## src/rtl/ahb_resp_mux.sv

```systemverilog
// AHB-Lite data-phase response mux: registers the decoder's one-hot select during the
// address phase and steers the chosen slave (or the built-in default slave) back to the master.
module ahb_resp_mux #(
    parameter int DATA_WIDTH = 32,
    parameter int SEL_WIDTH  = 2
) (
    input  logic                          HCLK,
    input  logic                          HRESETn,
    input  logic [SEL_WIDTH-1:0]          HSEL,
    input  logic [1:0]                    HTRANS,
    input  logic [SEL_WIDTH*DATA_WIDTH-1:0] HRDATA_S,
    input  logic [SEL_WIDTH-1:0]          HREADYOUT_S,
    input  logic [SEL_WIDTH-1:0]          HRESP_S,
    output logic [DATA_WIDTH-1:0]         HRDATA,
    output logic                          HREADY,
    output logic                          HRESP
);

    typedef enum logic [1:0] {
        DS_OKAY = 2'd0,
        DS_ERR1 = 2'd1,
        DS_ERR2 = 2'd2
    } ds_state_e;

    logic [SEL_WIDTH-1:0] dp_sel_q, dp_sel_d;
    ds_state_e            ds_state_q, ds_state_d;
    logic                 unmapped_req;

    // HTRANS[0] only distinguishes IDLE/BUSY or NONSEQ/SEQ; activity is decided by bit 1.
    logic unused_htrans;
    assign unused_htrans = HTRANS[0];

    // State register
    always_ff @(posedge HCLK or negedge HRESETn) begin
        // NOTE: sequential state uses non-blocking assignments so every register samples
        // pre-edge values, regardless of process ordering.
        if (!HRESETn) begin
            dp_sel_q   <= '0;
            ds_state_q <= DS_OKAY;
        end else begin
            dp_sel_q   <= dp_sel_d;
            ds_state_q <= ds_state_d;
        end
    end

    // Address-phase capture only while the bus is ready; a stalled data phase keeps its slave.
    assign dp_sel_d     = HREADY ? HSEL : dp_sel_q;
    assign unmapped_req = HREADY && (HSEL == '0) && HTRANS[1];

    // Default-slave next state
    always_comb begin
        // NOTE: default assignment first, so no path through this block infers a latch.
        ds_state_d = ds_state_q;
        unique case (ds_state_q)
            DS_OKAY: if (unmapped_req) ds_state_d = DS_ERR1;
            DS_ERR1: ds_state_d = DS_ERR2;
            DS_ERR2: ds_state_d = unmapped_req ? DS_ERR1 : DS_OKAY;
            default: ds_state_d = DS_OKAY;
        endcase
        if (HREADY && (HSEL != '0)) begin
            ds_state_d = DS_OKAY;
        end
    end

    // Output mux: default slave unless a select bit is set; scanning downward lets the
    // lowest set index win when the select is (illegally) not one-hot.
    always_comb begin
        HRDATA = '0;
        unique case (ds_state_q)
            DS_ERR1: begin HREADY = 1'b0; HRESP = 1'b1; end
            DS_ERR2: begin HREADY = 1'b1; HRESP = 1'b1; end
            default: begin HREADY = 1'b1; HRESP = 1'b0; end
        endcase
        for (int i = SEL_WIDTH - 1; i >= 0; i--) begin
            if (dp_sel_q[i]) begin
                HRDATA = HRDATA_S[i*DATA_WIDTH +: DATA_WIDTH];
                HREADY = HREADYOUT_S[i];
                HRESP  = HRESP_S[i];
            end
        end
    end

endmodule
```

## config.mk

```make
export PLATFORM = sky130hd
export DESIGN_NAME = ahb_resp_mux
export DESIGN_NICKNAME = d
export VERILOG_FILES = /design/src/rtl/ahb_resp_mux.sv
export SDC_FILE = /design/constraint.sdc
export NUM_CORES = 1
export LEC_CHECK = 0
export CORE_ASPECT_RATIO = 0.5
export CORE_UTILIZATION = 21
export CTS_BUF_LIST = sky130_fd_sc_hd__clkbuf_8
export CTS_CLUSTER_SIZE = 40
export DETAILED_ROUTE_END_ITERATION = 7
export HOLD_SLACK_MARGIN = 0.08
export PLACE_DENSITY_LB_ADDON = 0.25
export SYNTH_ARGS = -nofsm -noshare
export SYNTH_HDL_FRONTEND = slang
export SYNTH_SLANG_ARGS = --single-unit
```

## constraint.sdc

```tcl
create_clock -name HCLK -period 1.56 [get_ports HCLK]
set_input_delay 0.312 -clock HCLK [delete_from_list [all_inputs] [get_ports HCLK]]
set_output_delay 0.312 -clock HCLK [all_outputs]
set_load 0.02 [all_outputs]
```

==> reports/results.ini <==
[placed_design]
gp_congestion=0.791
dp_cells=230
post-dp-hpwl_mm=2.52
post-place-ws_ns=-0.508
portBuffers=106
placed_area_sq_um=1890

[power_and_ir_drop]
p_per_area_nw_per_um2=964
ir_worst_vdd_uv=741
p_seq_share_pct=7.9
sw_frac_of_total_pct=38.7
p_leak_uw=0.000911
clkPwrFrac_pct=10.6
p_int_uw=1250
p_sw_uw=789
combPwrFrac_pct=81.5

[floorplanning]
die_area_sq_um=3590
start_util_pct=22.7
core_area_sq_um=3080
fp.dieW_um=83.7
rows=14
die_y_um=42.8
pin_count=108

[cts]
cts_max_path_buffers=2
path_clk_slew_ns=0.03
cts_inserted_buffers=3
htreeDepth=1
root_buffer=clkbuf_8
cts_tree=yes
cts_sinks=4
insertion_delay_ns=0.22

[logic_synthesis]
syn-cell-area_sq_um=701
yosysSeqAreaShare_pct=14.3
async_flop_share_pct=100
synth_seq_cells=4
syn_nets=157
synth_edf_count=0
syn_inst=79
synth_cell_type_count=29
yosysWarnings=0
postSynthAreaPerCell_sq_um=8.87
synth_ff_type=dfrtp_1

[critical_path]
reg2reg_from=ds_state_q[0]
cp-start-kind=flop
r2r_setup_slack_ns=-0.05
end_kind=output port
cp_max_fo=8
cp.arrival_ns=1.32
rr_worst_depth=6
rr_endpoint=ds_state_q[1]
crit_type=reg -> out
crit_required_ns=1.25

[timing]
setup_viol=34
period_share_pct=104
timing.final.ws_setup_ns=-0.0697
finalHoldViolations=0
max_freq_mhz=614
min_period_ns=1.63
skew_ns=0.00254
tightest_slew_ns=0.242
setup_tns_ns=-1.82
rsz0062_at_grt=true
timing.hold.ws_ns=0.305
slew_viol_final=0
slew_headroom_pct=83.6

[drt]
antenna_left=0
routed_wl_mm=3.40
via_per_inst=4.71
drtIter0Drc=18
dr_total_vias=1121
avgRoutedWirePerCell_um=14.3
drcViolationCount=0
drt_pass1_iterations=4

[finish]
diodes=0
num-fill-cells=262
area_growth_pct=201
drive_gt1_share_pct=34.8
ff_latch_area_sq_um=101
fin_area_sq_um=2110
nets=278
layout_common_cells=clkdlybuf4s50_1, buf_6, a22o_1
multi_input_area_sq_um=592
layout_commonest_cell=clkdlybuf4s50_1
layout.cells.non_filler=238

[status]
status=finished, violations left
violations=setup timing

[global_route]
grtUsageTotal_pct=18.0
grt_pass1_wl_mm=5.12
antenna_found_initial=0
grt_max_degree=36
grt_pass1_vias=1142
overflow=0

[hold_path]
hold_class=in -> async

[flow_run]
max_cap_viol_count=0

-- cells in the mapped netlist (2+ instances only) --
library cell / number / area (sq um)
nor2_1: 2 / 7.51
buf_2: 5 / 25.0
nor2b_1: 2 / 12.5
nand2_1: 4 / 15.0
o21ai_0: 2 / 10.0
dfrtp_1: 4 / 100
inv_1: 2 / 7.51
nand2b_1: 3 / 18.8
a22o_1: 32 / 280
ha_1: 4 / 50.1
-- final cells by class --
class / instances / share of cell area, %
well taps: 40 / 2.37
repair buffers: 124 / 62.5
multi-input cells: 65 / 28.0
clock buffers: 3 / 1.95
flip-flops and latches: 4 / 4.80
inverters: 2 / 0.355
-- layer usage --
layer / global-route usage [%] / vias to the layer above / wire length, um
met5: 0 / - / 0
met4: 4.07 / 0 / 39
met3: 4.47 / 4 / 166
met2: 35.4 / 43 / 1850
met1: 19.8 / 511 / 1340
li1: - / 563 / -
-- critical path: stages (launching register included) --
cell	delay (ns)
dfrtp_2	0.43
nor2b_4	0.14
buf_6	0.15
buf_16	0.13
a22o_1	0.14
buf_6	0.12
-- worst max-delay path by stage --
stage	slack (ns)	to	startpoint	cells after the start
5_1_grt	-0.12	HRDATA[23]	dp_sel_q[0]	5
3_5_place_dp	-0.51	HREADY	HREADYOUT_S[1]	4
6_report	-0.07	HRDATA[1]	dp_sel_q[0]	5
3_3_place_gp	-0.49	HREADY	HREADYOUT_S[1]	4
2_1_floorplan	-0.06	HRDATA[28]	dp_sel_q[0]	4
4_1_cts	-0.09	HRDATA[25]	dp_sel_q[1]	5
-- power groups by stage --
stage          clock (uW)  combinational, uW  sequential (uW)
2_1_floorplan           0                707              162
3_5_place_dp            0               1400              153
5_1_grt               230               1760              164
6_report              216               1660              160
4_1_cts               225               1630              156
3_3_place_gp            0               1390              152
-- kinds of logic after synthesis --
group	count (synthesis)	synth area share [%]
mux	2	3.04
compound gates	42	52.5
buf+inv	10	7.32
flops	4	14.3
fa+ha+maj	4	7.14
simple gates	17	15.7
-- state kept, by name (all words and copies together) (netlist names) --
signal	flops
ds_state_q	2
dp_sel_q	2
-- what timing repair did --
item | CTS | global route
hold buffers | 0 | 0
pin swaps | 15 | 7
resized for setup | 214 | 7
setup buffers | 3 | 0
gates cloned | 3 | 0
hold endpoints to repair | 0 | 0
setup endpoints to repair | 35 | 37
-- through the flow --
stage / util (%) / power, uW
finish: 68.5 / 2040
global route: 68.5 / 2150
CTS: 67.7 / 2010
detailed placement: 61.2 / 1560
global placement: 61.2 / 1540
floorplan: - / 869
Note: power is estimated with default switching activity, not from simulation.
